## src/rtl/wb_sequencer.sv

```systemverilog
// wb_sequencer: writeback controller for the single-cycle core's result path.
//
// Drives the writeback result-mux select and the register-file write port. A
// load (ResultSrc=001 with a valid register write) issues a one-cycle memory
// request and then holds the PC until the data memory answers or the wait
// budget runs out.
//
// Ports:
//   i_clk          core clock, all state on the rising edge
//   i_reset        synchronous, active-high reset
//   i_instr_valid  decoded instruction present this cycle
//   i_reg_write    decoder register-write request
//   i_result_src   decoder result select (000 ALU, 001 load, 010 PC+4, 011 PCTarget, 100 ImmExt)
//   i_rd           destination register
//   i_mem_ready    data-memory read response valid
//   o_mem_req      one-cycle load request pulse
//   o_result_sel   select to the writeback result mux
//   o_rf_we        register-file write enable
//   o_rf_waddr     register-file write address
//   o_stall        hold PC / fetch
//   o_illegal_src  sticky: result select 101-111 seen with a register write
//   o_timeout_err  sticky: a load was abandoned
//   o_stall_cycles stall-cycle counter (only with WB_PERF_CNT_EN defined)
//
// Build option: define WB_PERF_CNT_EN to add the o_stall_cycles counter.

module wb_sequencer #(
  parameter int unsigned TIMEOUT = 16,  // max wait cycles before a load is abandoned (>= 2)
  parameter int unsigned CNT_W   = 5    // wait counter width, must hold TIMEOUT
) (
  input  logic        i_clk,
  input  logic        i_reset,
  input  logic        i_instr_valid,
  input  logic        i_reg_write,
  input  logic [2:0]  i_result_src,
  input  logic [4:0]  i_rd,
  input  logic        i_mem_ready,
  output logic        o_mem_req,
  output logic [2:0]  o_result_sel,
  output logic        o_rf_we,
  output logic [4:0]  o_rf_waddr,
  output logic        o_stall,
  output logic        o_illegal_src,
  output logic        o_timeout_err
`ifdef WB_PERF_CNT_EN
  ,
  output logic [31:0] o_stall_cycles
`endif
);

  localparam logic [2:0] SrcAlu  = 3'b000;
  localparam logic [2:0] SrcLoad = 3'b001;
  localparam logic [2:0] SrcImm  = 3'b100;

  typedef enum logic [0:0] {StIdle, StWaitMem} state_e;

  state_e           r_state, w_state_d;
  logic [CNT_W-1:0] r_cnt, w_cnt_d;
  logic [4:0]       r_rd, w_rd_d;
  logic             r_illegal, w_illegal_d;
  logic             r_timeout, w_timeout_d;
  logic             w_wr_req;

  assign w_wr_req = i_instr_valid & i_reg_write;

  always_ff @(posedge i_clk) begin
    if (i_reset) begin
      r_state   <= StIdle;
      r_cnt     <= '0;
      r_rd      <= '0;
      r_illegal <= 1'b0;
      r_timeout <= 1'b0;
    end else begin
      r_state   <= w_state_d;
      r_cnt     <= w_cnt_d;
      r_rd      <= w_rd_d;
      r_illegal <= w_illegal_d;
      r_timeout <= w_timeout_d;
    end
  end

  always_comb begin
    w_state_d    = r_state;
    w_cnt_d      = r_cnt;
    w_rd_d       = r_rd;
    w_illegal_d  = r_illegal;
    w_timeout_d  = r_timeout;
    o_mem_req    = 1'b0;
    o_result_sel = SrcAlu;
    o_rf_we      = 1'b0;
    o_rf_waddr   = 5'd0;
    o_stall      = 1'b0;

    unique case (r_state)
      StIdle: begin
        o_rf_waddr = i_rd;
        if (i_result_src == SrcLoad) begin
          o_result_sel = SrcLoad;
          if (w_wr_req) begin
            o_mem_req = 1'b1;
            o_stall   = 1'b1;
            w_rd_d    = i_rd;
            w_cnt_d   = '0;
            w_state_d = StWaitMem;
          end
        end else if (i_result_src <= SrcImm) begin
          o_result_sel = i_result_src;
          o_rf_we      = w_wr_req;
        end else if (w_wr_req) begin
          // Reserved select: mux stays on the ALU path, nothing is written.
          w_illegal_d = 1'b1;
        end
      end
      StWaitMem: begin
        // The stalled instruction is still on the decoder inputs; ignore them.
        o_result_sel = SrcLoad;
        o_rf_waddr   = r_rd;
        if (i_mem_ready) begin
          o_rf_we   = 1'b1;
          w_state_d = StIdle;
        end else if (r_cnt == CNT_W'(TIMEOUT - 1)) begin
          w_timeout_d = 1'b1;
          w_state_d   = StIdle;
        end else begin
          o_stall = 1'b1;
          w_cnt_d = r_cnt + CNT_W'(1);
        end
      end
    endcase

    // Reset is synchronous, so the state may still read WAIT_MEM this cycle;
    // suppress any pending write or stall while it is asserted.
    if (i_reset) begin
      o_mem_req    = 1'b0;
      o_result_sel = SrcAlu;
      o_rf_we      = 1'b0;
      o_rf_waddr   = 5'd0;
      o_stall      = 1'b0;
    end
  end

  assign o_illegal_src = r_illegal;
  assign o_timeout_err = r_timeout;

`ifdef WB_PERF_CNT_EN
  logic [31:0] r_stall_cycles;

  always_ff @(posedge i_clk) begin
    if (i_reset) begin
      r_stall_cycles <= '0;
    end else if (o_stall) begin
      r_stall_cycles <= r_stall_cycles + 32'd1;
    end
  end

  assign o_stall_cycles = r_stall_cycles;
`endif

endmodule
```

## config.mk

```make
export PLATFORM = sky130hd
export DESIGN_NAME = wb_sequencer
export DESIGN_NICKNAME = d
export VERILOG_FILES = /design/src/rtl/wb_sequencer.sv
export SDC_FILE = /design/constraint.sdc
export NUM_CORES = 1
export LEC_CHECK = 0
export BUFFER_PORTS_ARGS = -buffer_cell sky130_fd_sc_hd__clkbuf_2
export CORE_ASPECT_RATIO = 1.25
export CORE_UTILIZATION = 45
export DETAILED_ROUTE_END_ITERATION = 8
export MAX_ROUTING_LAYER = met4
export PLACE_DENSITY = 0.84
export SYNTH_ARGS = -nofsm -noshare
export SYNTH_HDL_FRONTEND = slang
export SYNTH_SLANG_ARGS = --single-unit
```

## constraint.sdc

```tcl
create_clock -name i_clk -period 5 [get_ports i_clk]
set_input_delay 0.5 -clock i_clk [delete_from_list [all_inputs] [get_ports i_clk]]
set_output_delay 0.5 -clock i_clk [all_outputs]
set_load 0.05 [all_outputs]
```

==> results of run 1 <==
## synthesized netlist by cell type, types with 3 or more instances
| cell type | n |
|---|---|
| inv_1 | 4 |
| nand3_1 | 6 |
| dfxtp_1 | 13 |
| nor3_1 | 3 |
| a21oi_1 | 10 |
| clkbuf_1 | 3 |
| nor2_1 | 8 |
| o21ai_0 | 6 |
| mux2i_1 | 5 |
| nand2_1 | 4 |
## per-stage QoR
| stage | hold slack (ps) | instances | area, µm² | power [mW] |
|---|---|---|---|---|
| 6_report | 463 | 130 | 880 | 0.211 |
| 5_1_grt | 477 | 130 | 880 | 0.220 |
| 4_1_cts | 462 | 130 | 880 | 0.212 |
| 3_5_place_dp | 459 | 126 | 853 | 0.147 |
| 3_3_place_gp | 449 | 126 | 853 | 0.147 |
| 2_1_floorplan | 443 | 89 | 738 | 0.136 |
## kinds of logic after synthesis
family	synth area share [%]
buf+inv	6.44
simple gates	25.4
compound gates	22.7
fa+ha+maj	3.39
mux	6.78
flops	35.3
## how the worst max path moves through the flow
stage | slack, ps | cells after the start | end
after floorplan | 2300 | 2 | o_result_sel[1]
after global placement | 2640 | 7 | o_stall
after detailed placement | 2590 | 7 | o_stall
after CTS | 2280 | 7 | o_stall
after global routing | 2200 | 7 | o_stall
final | 2280 | 7 | o_stall
## layer usage
layer / routed length, µm / GRT usage [%] / vias to the layer above
met3: 73 / 4.27 / 5
met1: 751 / 25.9 / 333
met4: 29 / 10.7 / 0
met2: 832 / 38.6 / 19
met5: 0 / - / -
li1: - / - / 369
## cell type report
class	count	area (µm²)	area share, %
Timing Repair Buffer	25	125	14.2
Multi-Input combinational cell	66	430	48.9
Inverter	4	15.0	1.71
Tap cell	18	22.5	2.56
Sequential cell	13	260	29.6
Clock buffer	4	26.3	2.99
## flip-flops by register name, summed over array words and instances, names as in the netlist
name / count
r_cnt: 5
o_illegal_src: 1
r_state: 1
r_rd: 5
o_timeout_err: 1
## power breakdown
group	internal [mW]	switching (mW)
clock network	0.0310	0.0352
registers	0.105	0.00107
logic	0.0107	0.0285
## worst register-to-register path, delay by kind of cell, from the launching register on
family,cells,cell delay [ps]
AND/OR/NAND/NOR,2,500
adder cells (fa/ha/maj),2,440
flip-flops,1,350
AO/OA/AOI/OAI,2,450
==> results.toml, run 1 <==
[die]
die-area_um2 = 1810
die_w_um = 38.2
core_um2 = 1540
start_util_pct = 47.9
ios = 26
die_y_um = 47.3
row_count = 16

[sta]
setup-violations-final = 0
tightest_slew_ps = 619
slew_viol_final = 0
setup_tns_ps = 0
rsz0062_at_grt = "false"
period_share_pct = 54.4
fin_skew_ps = 4.42
fmax_ghz = 0.368
period_minus_slack_ps = 2720
setup_slack_ps = 2280
relSlewSlack_pct = 58.6
finalHoldViolations = 0

[worst_setup_path]
path_common_cell = "ha_1"
critical_path_class = "reg2out"
cp_data_arrival_time_ps = 2220
r2r_start = "r_cnt[0]"
r2r-end = "r_cnt[3]"
path_buf_inv = 1
cpMaxStageDelayCell = "or3b_4"
reg2regPathDepth = 6
cp_max_fo = 5
startpoint = "r_cnt[0]"
critPathRequiredTime_ps = 4500
reg2reg_slack_ps = 3180
max_stage_delay_ps = 450
critPathLaunchType = "flip-flop"
crit_family = "simple AND/OR/NAND/NOR gates"
path_cells = "ha_1 -> and3_1 -> ha_1 -> or3b_4 -> o21ai_4 -> and2_1 -> clkbuf_2"
end_kind = "output pin"

[final_layout]
final_common_cell = "clkbuf_2"
mostFrequentLayoutCells = "25 x clkbuf_2, 13 x dfxtp_1, 10 x a21oi_1"
nets = 128
antenna_cells = 0
fin_util_pct = 57.1
area_growth_pct = 19.2
fillers = 154
final_layout_size_suffix_gt1_share_pct = 27.7

[clocking]
cts_sinks = 13
post_cts_resize_count = 0
path_clk_slew_ps = 80
root_buffer = "clkbuf_4"
cts_max_path_buffers = 2
numCtsBuffers = 3
cts_tree = "yes"
clk_latency_ps = 280
postCtsHoldBufs = 0
post-cts-setup-buffer-count = 0
cts_max_level = 1

[placed_design]
dp_hpwl_um = 1280
io_buffers = 25
gp_congestion = 0.853
post-place-ws_ps = 2590

[drt]
initialDrtViolationCount = 5
ant_nets = 0
firstDrtPassIters = 2
drt_wl_total_um = 1690
vias = 726
drc = 0
routedWlPerCell_um = 13.0
vias_per_cell = 5.58

[yosys]
async_reset_ff_share_pct = 0
seq_area_frac_synth_pct = 35.3
syn_inst = 89
synth.distinct_cells = 33
ys_ff_latch = 13
syn_area_um2 = 738
ys.flop_type = "dfxtp_1"
synth_top_cell_by_area = "dfxtp_1"
synth_area_per_cell_um2 = 8.29
yosysWarnings = 0
synth_nets = 104
synth-edff-count = 0
synth_top_area_share_pct = 35.3
synthTopCellsByArea = "dfxtp_1 35%, a21oi_1 6.8%, mux2i_1 6.8%, nand3_1 4.1%, o21ai_0 4.1%"

[pwr]
cellPowerDensity_nw_per_um2 = 240
leakagePower_nw = 0.357
vdd_drop_max_mv = 0.155

[grt]
grt_pass1_wl_um = 2770
antenna_found_initial = 0
grt_max_degree = 23
gr-total-overflow = 0
first_global_vias = 634
grtUsageTotal_pct = 23.0

[hold_path]
worstHoldStart = "i_rd[1]"
hold_depth = 3
hold_path_end = "r_rd[1]"
hp-class = "in2reg"

[flow_run]
drv_cap = 0

[status]
status = "complete, no violations"
Note: power is estimated with default switching activity, not from simulation.
==> run 2: changes to the inputs <==
==> constraint.sdc (replaced) <==
create_clock -name i_clk -period 2.8 [get_ports i_clk]
set_input_delay 0.28 -clock i_clk [delete_from_list [all_inputs] [get_ports i_clk]]
set_output_delay 0.28 -clock i_clk [all_outputs]
set_load 0.05 [all_outputs]
==> run 2 against run 1 <==
- routed wire length rose by 7.4%
- via count rose by 5.4%
- clock skew fell by 1.2 ps
- critical endpoint unchanged
- largest power group unchanged
- largest cell class unchanged
- critical path type unchanged
==> results.toml, run 2 (synthesis gave the netlist of run 1 again) <==
[drt]
routedWlPerCell_um = 13.9
firstDrtPassIters = 6
vias = 765
initialDrtViolationCount = 13
vias_per_cell = 5.88
ant_nets = 0
drc = 0
drt_wl_total_um = 1810

[sta]
tightest_slew_ps = 688
setup-violations-final = 0
setup_tns_ps = 0
slew_viol_final = 0
relSlewSlack_pct = 54.0
fmax_ghz = 0.396
fin_skew_ps = 3.23
finalHoldViolations = 0
period_minus_slack_ps = 2530
rsz0062_at_grt = "false"
period_share_pct = 90.3

[clocking]
cts_tree = "yes"
clk_latency_ps = 280
cts_max_level = 1
root_buffer = "clkbuf_4"
cts_sinks = 13
post-cts-setup-buffer-count = 0
cts_max_path_buffers = 2
numCtsBuffers = 3
postCtsHoldBufs = 0
post_cts_resize_count = 0
path_clk_slew_ps = 80

[placed_design]
io_buffers = 25
place_area_um2 = 853
dp_hpwl_um = 1280
gp_congestion = 0.856

[grt]
grt_pass1_wl_um = 2880
antenna_found_initial = 0
first_global_vias = 737
grt_max_degree = 23
grtUsageTotal_pct = 23.9
gr-total-overflow = 0

[final_layout]
final_common_cell = "clkbuf_2"
antenna_cells = 0
fin_util_pct = 57.1
mostFrequentLayoutCells = "25 x clkbuf_2, 13 x dfxtp_1, 10 x a21oi_1"
final_layout_size_suffix_gt1_share_pct = 27.7
nets = 128
reg_top3 = "r_cnt (5), r_rd (5)"
area_growth_pct = 19.2
design_area_um2 = 880

[die]
start_util_pct = 47.9
row_count = 16
die-area_um2 = 1810
die_w_um = 38.2
die_y_um = 47.3
core_um2 = 1540
ios = 26

[worst_setup_path]
critPathLaunchType = "flip-flop"
end_kind = "output pin"
cp_max_fo = 5
cp_data_arrival_time_ps = 2250
critPathRequiredTime_ps = 2520
critical_path_class = "reg2out"

[hold_path]
hp-class = "in2reg"

[pwr]
vdd_drop_max_mv = 0.283
leakagePower_nw = 0.357
cellPowerDensity_nw_per_um2 = 430
power_mw = 0.378

[status]
status = "complete, no violations"

[flow_run]
drv_cap = 0
-- run 2: cell type report --
cell class / count / area (µm²)
clock buffer: 4 / 26.3
fill: 139 / 662
inverter: 4 / 15.0
multi-input combinational: 66 / 430
sequential: 13 / 260
tap: 18 / 22.5
timing repair buffer: 25 / 125
-- run 2: path summary, 6_finish.rpt --
path	endpoint	slack [ps]	startpoint	cells after the start
worst max-delay path	o_stall	270	r_cnt[0]	7
worst min-delay path	r_rd[1]	240	i_rd[1]	3
worst max register to register	r_cnt[3]	880	r_cnt[0]	6
worst min register to register	o_illegal_src	470	o_illegal_src	1
-- run 2: power breakdown --
| group | internal, mW | switching, mW | total (mW) |
|---|---|---|---|
| logic | 0.0192 | 0.0515 | 0.0707 |
| registers | 0.187 | 0.00191 | 0.189 |
| clock network | 0.0554 | 0.0636 | 0.119 |
| total | 0.261 | 0.117 | 0.378 |
-- run 2: per-stage QoR --
stage / setup WS, ps / std cells / hold WS (ps)
after global routing: 210 / 130 / 257
after CTS: 283 / 130 / 241
after global placement: 657 / 126 / 447
after detailed placement: 597 / 126 / 454
final: 273 / 130 / 244
after floorplan: 320 / 89 / 428
-- run 2: worst max-delay path, cell delays in order (launching register included) --
cell	delay [ps]
dfxtp_1	350
ha_1	230
and3_1	190
ha_1	220
or3b_4	450
o21ai_4	90
and2_1	160
clkbuf_2	270
-- run 2: per-layer routing --
layer	vias up	part of all wire, %	GRT usage (%)
li1	368	-	-
met1	346	40	22.5
met2	40	49	44.4
met3	11	6.6	4.74
met4	0	3.9	12.9
met5	-	0	-
